<file path="config.mk">
export PLATFORM = sky130hd
export DESIGN_NAME = adder_share_arb
export DESIGN_NICKNAME = d
export VERILOG_FILES = /design/src/rtl/adder_share_pkg.sv /design/src/rtl/adder16.sv /design/src/rtl/adder_share_arb_rr_pick.sv /design/src/rtl/adder_share_arb.sv
export SDC_FILE = /design/constraint.sdc
export NUM_CORES = 1
export LEC_CHECK = 0
export ABC_AREA = 1
export ABC_CLOCK_PERIOD_IN_PS = 13600
export BUFFER_PORTS_ARGS = -buffer_cell sky130_fd_sc_hd__buf_2
export CORE_ASPECT_RATIO = 1.25
export CORE_MARGIN = 4
export CORE_UTILIZATION = 47
export DETAILED_ROUTE_END_ITERATION = 8
export PLACE_DENSITY = 0.95
export SLEW_MARGIN = 10
export SYNTH_ARGS = -nofsm -noshare
export SYNTH_HDL_FRONTEND = slang
export SYNTH_SLANG_ARGS = --single-unit
</file>
<file path="constraint.sdc">
create_clock -name clk -period 13.6 [get_ports clk]
set_input_delay 0 -clock clk [delete_from_list [all_inputs] [get_ports clk]]
set_output_delay 0 -clock clk [all_outputs]
set_load 0.01 [all_outputs]
</file>
<file path="src/rtl/adder_share_pkg.sv">
`default_nettype none
// ============================================================================
// Module      : adder_share_pkg
// Description : Shared constants and types for the adder-sharing arbiter.
// Revision    : 1.0 - initial release
// ============================================================================
package adder_share_pkg;

   localparam int ADD_W = 16;

   typedef enum logic [0:0] {
      LK_UNLOCKED = 1'b0,
      LK_LOCKED   = 1'b1
   } lock_state_t;

endpackage
`default_nettype wire

</file>
<file path="src/rtl/adder16.sv">
`default_nettype none
// ============================================================================
// Module      : adder16
// Description : 16-bit ripple-carry adder (datapath building block).
// Revision    : 1.0 - initial release
// ============================================================================
module adder16 (
   input  logic [15:0] i_a,
   input  logic [15:0] i_b,
   output logic [15:0] o_sum,
   output logic        o_cout
);

   logic [16:0] w_c;

   // Bit-serial carry chain, LSB first.
   always_comb begin
      w_c   = '0;
      o_sum = '0;
      for (int i = 0; i < 16; i++) begin
         o_sum[i]  = i_a[i] ^ i_b[i] ^ w_c[i];
         w_c[i+1]  = (i_a[i] & i_b[i]) | (w_c[i] & (i_a[i] ^ i_b[i]));
      end
   end

   assign o_cout = w_c[16];

endmodule
`default_nettype wire

</file>
<file path="src/rtl/adder_share_arb_rr_pick.sv">
`default_nettype none
// ============================================================================
// Module      : rr_pick
// Description : Combinational rotate-priority picker. Scans upward from
//               i_ptr+1 (wrapping) and grants the first eligible request.
// Revision    : 1.0 - initial release
// ============================================================================
module rr_pick #(
   parameter int NUM_REQ = 4,
   parameter int ID_W    = $clog2(NUM_REQ)
) (
   input  logic [NUM_REQ-1:0] i_req,
   input  logic [ID_W-1:0]    i_ptr,
   input  logic [NUM_REQ-1:0] i_mask,
   output logic [NUM_REQ-1:0] o_gnt,
   output logic [ID_W-1:0]    o_idx
);

   logic [NUM_REQ-1:0] w_elig;
   logic [ID_W-1:0]    w_j;
   int                 w_pos;

   assign w_elig = i_req & i_mask;

   // Walk from the farthest slot to the nearest so the nearest eligible
   // request is the last one written and therefore wins.
   always_comb begin
      o_gnt = '0;
      o_idx = '0;
      w_pos = 0;
      w_j   = '0;
      for (int k = NUM_REQ; k >= 1; k--) begin
         w_pos = int'(i_ptr) + k;
         if (w_pos >= NUM_REQ) w_pos = w_pos - NUM_REQ;
         w_j = ID_W'(w_pos);
         if (w_elig[w_j]) begin
            o_gnt      = '0;
            o_gnt[w_j] = 1'b1;
            o_idx      = w_j;
         end
      end
   end

endmodule
`default_nettype wire

</file>
<file path="src/rtl/adder_share_arb.sv">
`default_nettype none
// ============================================================================
// Module      : adder_share_arb
// Description : Round-robin arbiter time-sharing one adder16 among NUM_REQ
//               requesters, with a single-entry registered result.
//               Optional grant locking: define ADDER_SHARE_ARB_LOCK_EN.
// Revision    : 1.0 - initial release
// ============================================================================
module adder_share_arb
   import adder_share_pkg::*;
#(
   parameter int NUM_REQ = 4,
   parameter int ID_W    = $clog2(NUM_REQ)
) (
   input  logic                     clk,
   input  logic                     rst_n,
   input  logic [NUM_REQ-1:0]       req_valid,
   output logic [NUM_REQ-1:0]       req_ready,
   input  logic [ADD_W*NUM_REQ-1:0] req_a,
   input  logic [ADD_W*NUM_REQ-1:0] req_b,
   input  logic [NUM_REQ-1:0]       req_lock,
   output logic                     rsp_valid,
   input  logic                     rsp_ready,
   output logic [ADD_W-1:0]         rsp_sum,
   output logic [ID_W-1:0]          rsp_id
);

   logic               r_rsp_valid;
   logic [ADD_W-1:0]   r_rsp_sum;
   logic [ID_W-1:0]    r_rsp_id;
   logic [ID_W-1:0]    r_ptr;
   logic               w_can_accept;
   logic               w_xfer;
   logic [NUM_REQ-1:0] w_mask;
   logic [NUM_REQ-1:0] w_gnt;
   logic [ID_W-1:0]    w_idx;
   logic [ADD_W-1:0]   w_op_a;
   logic [ADD_W-1:0]   w_op_b;
   logic [ADD_W-1:0]   w_sum;
   logic               w_unused_cout;

   assign w_can_accept = !r_rsp_valid | rsp_ready;
   assign req_ready    = w_can_accept ? w_gnt : '0;
   assign w_xfer       = w_can_accept & (|w_gnt);

   rr_pick #(
      .NUM_REQ (NUM_REQ),
      .ID_W    (ID_W)
   ) u_pick (
      .i_req  (req_valid),
      .i_ptr  (r_ptr),
      .i_mask (w_mask),
      .o_gnt  (w_gnt),
      .o_idx  (w_idx)
   );

   assign w_op_a = req_a[int'(w_idx)*ADD_W +: ADD_W];
   assign w_op_b = req_b[int'(w_idx)*ADD_W +: ADD_W];

   adder16 u_add (
      .i_a    (w_op_a),
      .i_b    (w_op_b),
      .o_sum  (w_sum),
      .o_cout (w_unused_cout)
   );

`ifdef ADDER_SHARE_ARB_LOCK_EN
   lock_state_t      r_lk_state;
   lock_state_t      w_lk_state_nxt;
   logic [ID_W-1:0]  r_lk_owner;
   logic [ID_W-1:0]  w_lk_owner_nxt;
   logic             w_owner_valid;

   assign w_owner_valid = req_valid[r_lk_owner];

   // A lock whose owner has gone idle is released in the same cycle, so the
   // mask only narrows to the owner while the owner is still requesting.
   always_comb begin
      w_mask = '1;
      if (r_lk_state == LK_LOCKED && w_owner_valid) begin
         w_mask             = '0;
         w_mask[r_lk_owner] = 1'b1;
      end
   end

   // Lock next-state: enter on a locking transfer, leave on an unlocking
   // transfer from the owner or when the owner drops its request.
   always_comb begin
      w_lk_state_nxt = r_lk_state;
      w_lk_owner_nxt = r_lk_owner;
      case (r_lk_state)
         LK_UNLOCKED: begin
            if (w_xfer && req_lock[w_idx]) begin
               w_lk_state_nxt = LK_LOCKED;
               w_lk_owner_nxt = w_idx;
            end
         end
         LK_LOCKED: begin
            if (!w_owner_valid) begin
               w_lk_state_nxt = LK_UNLOCKED;
            end else if (w_xfer && !req_lock[r_lk_owner]) begin
               w_lk_state_nxt = LK_UNLOCKED;
            end
         end
         default: w_lk_state_nxt = LK_UNLOCKED;
      endcase
   end

   // Lock state register.
   always_ff @(posedge clk or negedge rst_n) begin
      if (!rst_n) begin
         r_lk_state <= LK_UNLOCKED;
         r_lk_owner <= '0;
      end else begin
         r_lk_state <= w_lk_state_nxt;
         r_lk_owner <= w_lk_owner_nxt;
      end
   end
`else
   logic w_unused_lock;

   assign w_mask        = '1;
   assign w_unused_lock = ^req_lock;
`endif

   // Result register and round-robin pointer; a transfer always wins over
   // a drain so back-to-back results keep rsp_valid high.
   always_ff @(posedge clk or negedge rst_n) begin
      if (!rst_n) begin
         r_rsp_valid <= 1'b0;
         r_rsp_sum   <= '0;
         r_rsp_id    <= '0;
         r_ptr       <= ID_W'(NUM_REQ - 1);
      end else if (w_xfer) begin
         r_rsp_valid <= 1'b1;
         r_rsp_sum   <= w_sum;
         r_rsp_id    <= w_idx;
         r_ptr       <= w_idx;
      end else if (rsp_ready) begin
         r_rsp_valid <= 1'b0;
      end
   end

   assign rsp_valid = r_rsp_valid;
   assign rsp_sum   = r_rsp_sum;
   assign rsp_id    = r_rsp_id;

endmodule
`default_nettype wire

</file>
Word level (Yosys, flattened, before mapping)

Cells that the tools add are included.

Word-level logic and storage cells: 140
Bits in latches: 0
Bits of input ports: 139
Output and inout port bits: 23
Memory bits (read-only): 0
RAM bits: 0
Memories: 0
Register bits: 21

Bitwise gates (word level): 76
Reduce and logical (&&, ||, !) cells: 7
Mux-type cells: 31
Shifts and indexed selects: 2
$mul: 0
Divide/modulo/power cells: 0
Order comparisons: 12
Equal/unequal tests: 0
$add $sub $neg: 8

Operators by type and width:

| cell                                                                   | number |
|---|---|
| 64-bit by 7-bit variable part select with 16-bit output                | 2 |
| 1-bit XOR                                                              | 31 |
| 1-bit AND                                                              | 30 |
| 4-bit two-way mux                                                      | 5 |
| 2-bit two-way mux                                                      | 8 |
| 1-bit bitwise OR                                                       | 15 |
| 2-bit by 3-bit < comparator with 1-bit output (second input constant)  | 4 |
| 1-bit two-way mux                                                      | 10 |
| 3-bit >= comparator (second input constant)                            | 3 |
| 1-bit binary-select mux with 2-bit select                              | 4 |
| 1-bit demux with 2-bit select                                          | 4 |
| 2-bit by 1-bit >= comparator with 1-bit output (second input constant) | 4 |
| 2-bit by 1-bit subtractor with 2-bit output (second input constant)    | 4 |
| 2-bit by 2-bit adder with 3-bit output (second input constant)         | 2 |
| 2-bit by 3-bit adder with 4-bit output (second input constant)         | 1 |
| 4-bit by 3-bit >= comparator with 1-bit output (second input constant) | 1 |
| 1-bit logical AND                                                      | 4 |
| 4-bit OR reduction                                                     | 1 |
| 2-bit by 1-bit adder with 3-bit output (second input constant)         | 1 |
| 2-bit nonzero test                                                     | 1 |
| 1-bit logical NOT                                                      | 1 |

Longest topological paths before layout

Word-level depth: 40
Gate-level depth with buffers: 34
Mapped depth without buffers: 33

Modules after synthesis

Synthesis repeated with hierarchy kept, for this count alone.

Cells, all modules: 457
Area total of the unflattened synthesis: 2939.1 um^2

Modules (own cells, without submodules):

| module          | cells an instance | times used | seq. area each (um^2) | area each (um^2) |
|---|---|---|---|---|
| adder_share_arb | 347               | 1          | 528.0                 | 2074.5 |
| rr_pick         | 84                | 1          | 0.0                   | 514.2 |
| adder16         | 26                | 1          | 0.0                   | 350.3 |

Worst setup path after synthesis

OpenSTA, ideal clock, no wires.

Path type: reg-to-reg
Start: reg r_ptr[0]
End: reg r_rsp_sum[15] (netlist: rsp_sum[15])
Data required time: 13535 ps
Buffers on the path: 2
Stages on the path, launching flop included: 35
Library setup time: 65 ps
Slack: 6104 ps
Data arrival time: 7431 ps
Period minus slack after synthesis: 7496 ps
Cells stage by stage: dfstp_2 -> inv_2 -> ha_1 -> inv_1 -> nand3_1 -> nand2_1 -> nand2_1 -> nand2_1 -> nand2_1 -> nand2_2 -> buf_6 -> buf_4 -> nor2_1 -> o32ai_1 -> ha_1 -> fa_1 -> fa_1 -> fa_1 -> inv_1 -> fa_1 -> fa_1 -> fa_1 -> fa_1 -> fa_1 -> fa_1 -> fa_1 -> fa_1 -> fa_1 -> fa_1 -> fa_1 -> inv_1 -> nand3_1 -> nand3b_1 -> nand3_1 -> nand2_1

Cells in the longest elaborated chain, start to end: 40
Elaborated cells between the ends (all ways): 115
Classes of those cells: 8 x add/sub; 12 x order compare; 2 x shift; 28 x mux; 60 x bitwise; 5 x reduce/logical

RTL lines:

| item                                                                                                          | line                                         | RTL |
|---|---|---|
| from (decl)                                                                                                   | adder_share_arb.sv:31                        | `logic [ID_W-1:0] r_ptr;` |
| from (signal assigned)                                                                                        | adder_share_arb.sv:133                       | `r_ptr <= ID_W'(NUM_REQ - 1);` |
| from (signal assigned)                                                                                        | adder_share_arb.sv:138                       | `r_ptr <= w_idx;` |
| 2-bit by 3-bit adder with 4-bit output                                                                        | adder_share_arb_rr_pick.sv:33                | `w_pos = int'(i_ptr) + k;` |
| 4-bit by 3-bit >= comparator with 1-bit output or 2-bit by 1-bit subtractor with 2-bit output (tied branches) | adder_share_arb_rr_pick.sv:34                | `if (w_pos >= NUM_REQ) w_pos = w_pos - NUM_REQ;` |
| 2-bit two-way mux                                                                                             | adder_share_arb_rr_pick.sv:34                |  |
| 1-bit binary-select mux with 2-bit select                                                                     | adder_share_arb_rr_pick.sv:36                | `if (w_elig[w_j]) begin` |
| 1-bit two-way mux (implied by the code)                                                                       | adder_share_arb_rr_pick.sv:36                |  |
| 2-bit two-way mux (4 in series)                                                                               | adder_share_arb_rr_pick.sv:36                |  |
| 64-bit by 7-bit variable part select with 16-bit output (on tied branches)                                    | adder_share_arb.sv:57, adder_share_arb.sv:58 |  |
| 1-bit AND or 1-bit XOR (tied branches)                                                                        | adder16.sv:22                                | `w_c[i+1] = (i_a[i] & i_b[i]) \| (w_c[i] & (i_a[i] ^ i_b[i]));` |
| [... 21 more ...]                                                                                             | -                                            |  |
| 1-bit bitwise OR                                                                                              | adder16.sv:22                                |  |
| 1-bit AND                                                                                                     | adder16.sv:22                                |  |
| 1-bit bitwise OR                                                                                              | adder16.sv:22                                |  |
| 1-bit AND                                                                                                     | adder16.sv:22                                |  |
| 1-bit bitwise OR                                                                                              | adder16.sv:22                                |  |
| 1-bit AND                                                                                                     | adder16.sv:22                                |  |
| 1-bit bitwise OR                                                                                              | adder16.sv:22                                |  |
| 1-bit XOR                                                                                                     | adder16.sv:21                                | `o_sum[i] = i_a[i] ^ i_b[i] ^ w_c[i];` |
| to (signal assigned)                                                                                          | adder_share_arb.sv:136                       | `r_rsp_sum <= w_sum;` |
| to (decl)                                                                                                     | adder_share_arb.sv:29                        | `logic [ADD_W-1:0] r_rsp_sum;` |

Several ways; a longest one is shown, not always the timed one. The select of a mux whose other input is x is not followed.
A chain may end at the register's enable or synchronous reset.

Worst setup path after layout

Start: reg r_ptr[1]
End: reg r_rsp_sum[15] (netlist: rsp_sum[15])

Same word-level chain as after synthesis.

==> flow_results.org <==
** Placed design
- Once detailed placement completed, the half-perimeter wirelength came to 6.47 mm.
- Routability-driven placement finished with a final weighted congestion of 0.819.
- Buffers placed on the I/O ports in this run total 157.
- At the placement stage, the worst setup path has a slack of 5.15 ns.
- Placement-stage cell area :: 0.00322 mm^2

** Flow run
- Max capacitance violation total :: 0

** Global routing
- Overall global routing resource usage :: 23.2%
- The first global-routing pass estimated 12.3 mm of wire.
- Via count of the first global-routing pass :: approximately 2900
- Number of antenna violations at the first check in global routing :: 0
- Largest net degree at the start of global routing :: between 60 and 70
- For this run the aggregate overflow at the end of global routing stands at 0.

** Synth
- Synth area leaders :: sky130_fd_sc_hd__dfrtp_1, sky130_fd_sc_hd__nand2_1, sky130_fd_sc_hd__fa_1, sky130_fd_sc_hd__nor2_1, sky130_fd_sc_hd__o21ai_0
- Per-instance average area after synthesis :: 6.76 um^2
- The cell count after synthesis came out at between 300 and 400.
- In the synthesized netlist the dominant register cell turns out to be sky130_fd_sc_hd__dfrtp_1.
- After synthesis, flip-flops and latches occupy 21.4% of the total area.
- Post-Synthesis Net Count :: 526
- The share of synthesized area in the top cell type comes to 19.3%.
- Library cell with the largest summed area after synthesis :: sky130_fd_sc_hd__dfrtp_1
- Share of synthesized flip-flops with an asynchronous set or reset :: 100%
- Synthesis instantiated 28 different standard cells from the library.
- During synthesis, Yosys emitted a total of 0 warnings.
- Total of flip-flops plus latches after synthesis :: 21
- Number of synthesized flops with an enable pin :: 0
- Post-synthesis cell area :: around 0.0025 mm^2

** STA
- Worst-case setup margin in the final layout :: between 5 and 6 ns
- Adding up every negative setup slack in the final design gives 0 ns.
- RSZ-0062 raised after global routing :: no
- Derived from the worst setup path, the maximum achievable clock frequency is 118 MHz.
- Worst slew margin relative to its limit :: 35.7%
- After layout, the worst path uses 62.3% of the clock period.
- Count of endpoints failing hold in the final timing report :: 0
- Final hold slack :: 0.0922 ns
- Clock skew :: 0.00792 ns
- Max-slew violation count :: 0
- After layout, the minimum clock period comes to 8.47 ns.
- Count of endpoints failing setup in the final report :: 0
- Slew at the pin with the worst max-slew slack :: 0.964 ns

** Worst setup path
- Data on the critical path arrives at its endpoint at about 8.7 ns.
- CP max FO :: 60
- Element type at the critical path end :: register
- Cell type with the highest occurrence count on the critical path :: sky130_fd_sc_hd__fa_1
- CP max stage cell :: sky130_fd_sc_hd__inv_2
- Cell class contributing the biggest share of worst-path delay :: adder cells
- At the worst endpoint, the required time is 13.79 ns.
- For this run, the slowest stage of the critical path takes 0.63 ns.
- Nature of the critical path startpoint :: register
- Startpoint-to-endpoint class of the critical path :: register to register
- Number of buffer and inverter stages on the critical path :: 5

** Clock tree
- CTS HTree Levels :: 1
- CTS tree :: done
- Number of buffers created by CTS :: 3
- TritonCTS sink count :: 21
- The tree is rooted in a sky130_fd_sc_hd__clkbuf_8.
- Clock-pin slew was measured on the worst setup and hold paths at roughly 0.080 ns.
- Maximum clock insertion buffer count :: 2
- The later pin in the worst-skew pair is clocked with a latency of 0.26 ns.

** Finish
- Post-route cell area :: 0.00327 mm^2
- The layout has 473 filler cells.
- From synthesis to final layout, the design area changed by 32.6%.
- Nets@finish :: 669
- Of the cells placed in the final design, the portion with a size suffix greater than 1 is 35.3%.
- The repair_antennas step left the layout with diodes totalling 0.

** Drt
- In the routed layout, each cell is associated on average with a via count of 5.38.
- Final WL :: 7.98 mm
- Summing over every cut layer, the via total after detailed routing is slightly above 3000.
- Before antenna repair, the detailed router went through 5 iterations.
- For this run, design rule violations remaining after detail routing come to 0.
- Wire length per cell after detailed routing :: about 14 um
- Post-DRT Antenna Nets :: 0
- The detailed router finished its first iteration with a little under 200 violations.

** Floorplan
- The die covers 0.00648 mm^2.
- The total area inside the core boundary comes to ~0.0051 mm^2.
- The floorplan step set the die width to 72.8 um.
- Initial core utilization :: 48.6%
- Die span in y :: 89.0 um
- The floorplan has 29 rows.
- 162 I/O pins were placed.

** Hold path
- Path category of the worst min-delay check :: primary input to register

** Run status
- The run finished with clean final reports.
[metrics by stage]
step                      cells  utilization (%)
after detailed placement    564             63.3
after floorplan             365                -
after CTS                   569             64.4
after global routing        569             64.4
after global placement      564             63.3
final                       569             64.4
[tightest hold or removal path, delay by kind of cell]
kind,cells,cell delay [ns]
buf+inv,2,0.17
simple gates,2,0.14
[worst paths after layout]
| check | from | end | slack [ns] | cells past startpoint |
|---|---|---|---|---|
| hold reg to reg | rsp_id[0]$_DFFE_PN0P_ | rsp_id[0]$_DFFE_PN0P_ | 0.48 | 2 |
| max in group asynchronous | rst_n | r_ptr[0]$_DFFE_PN1P_ | 13.02 | 2 |
| hold / removal | rsp_ready | rsp_valid$_DFFE_PN0P_ | 0.09 | 4 |
| setup reg to reg | r_ptr[1]$_DFFE_PN1P_ | rsp_sum[15]$_DFFE_PN0P_ | 5.13 | 33 |
| setup / recovery | r_ptr[1]$_DFFE_PN1P_ | rsp_sum[15]$_DFFE_PN0P_ | 5.13 | 33 |
| min in group asynchronous | rst_n | rsp_sum[13]$_DFFE_PN0P_ | 0.22 | 2 |
[area by class of cell]
cell class / instances / area [um^2] / share of cell area [%]
Multi-Input combinational cell: 305 / 1750 / 53.4
Timing Repair Buffer: 160 / 811 / 24.8
Sequential cell: 21 / 528 / 16.1
Tap cell: 62 / 77.6 / 2.37
Inverter: 17 / 63.8 / 1.95
Clock buffer: 4 / 45.0 / 1.38
[cells in the mapped netlist, types with 8 or more instances]
master                    number
sky130_fd_sc_hd__a32o_1       11
sky130_fd_sc_hd__a21oi_1      13
sky130_fd_sc_hd__o32a_1       11
sky130_fd_sc_hd__nand3_1      23
sky130_fd_sc_hd__ha_1          8
sky130_fd_sc_hd__dfrtp_1      19
sky130_fd_sc_hd__inv_1        11
sky130_fd_sc_hd__nand2_1     103
sky130_fd_sc_hd__buf_2        10
sky130_fd_sc_hd__nor2_1       59
sky130_fd_sc_hd__o21ai_0      37
sky130_fd_sc_hd__fa_1         14
[routing by layer]
layer | part of all wire (%) | wire, um | vias to the layer above | global-route usage [%]
li1 | - | - | 1519 | -
met1 | 39 | 3070 | 1373 | 27.9
met2 | 51 | 4110 | 136 | 41.1
met3 | 6.5 | 517 | 32 | 3.60
met4 | 3.5 | 282 | 0 | 9.56
met5 | 0 | 0 | - | 0
[cell usage in the layout (no fill, tap or decap), types with 6 or more instances in the layout]
| cell type | instances |
|---|---|
| sky130_fd_sc_hd__nand2_1 | 103 |
| sky130_fd_sc_hd__o32a_1 | 11 |
| sky130_fd_sc_hd__fa_1 | 14 |
| sky130_fd_sc_hd__o22ai_1 | 6 |
| sky130_fd_sc_hd__buf_2 | 157 |
| sky130_fd_sc_hd__dfrtp_1 | 19 |
| sky130_fd_sc_hd__inv_1 | 11 |
| sky130_fd_sc_hd__inv_2 | 6 |
| sky130_fd_sc_hd__a21oi_1 | 13 |
| sky130_fd_sc_hd__ha_1 | 8 |
| sky130_fd_sc_hd__nand3_1 | 23 |
| sky130_fd_sc_hd__a32o_1 | 11 |
| sky130_fd_sc_hd__o21ai_0 | 37 |
| sky130_fd_sc_hd__nor2_1 | 59 |
[registers in the layout (all words and copies together) (netlist names)]
| name | count |
|---|---|
| rsp_sum | 16 |
| r_ptr | 2 |
| rsp_id | 2 |
| rsp_valid | 1 |
[kinds of logic after synthesis]
logic type                 Yosys count  share of synthesized area (%)
DFF                                 21                           21.4
AOI/OAI and AO/OA                   86                           22.7
buffers and inverters               39                           7.81
adders and majority gates           22                           15.4
and+or+nand+nor                    197                           32.7
[repair_timing]
action / CTS / global route
endpoints found under the setup margin: 0 / 0
endpoints found under the hold margin: 19 / 0
hold buffers: 1 / 0
buffers inserted: 0 / 0
gates resized for setup: 0 / 0
Power is left out: the tool's default activity adds up to more than one toggle a clock period on the data nets, which glitch-free logic cannot reach.
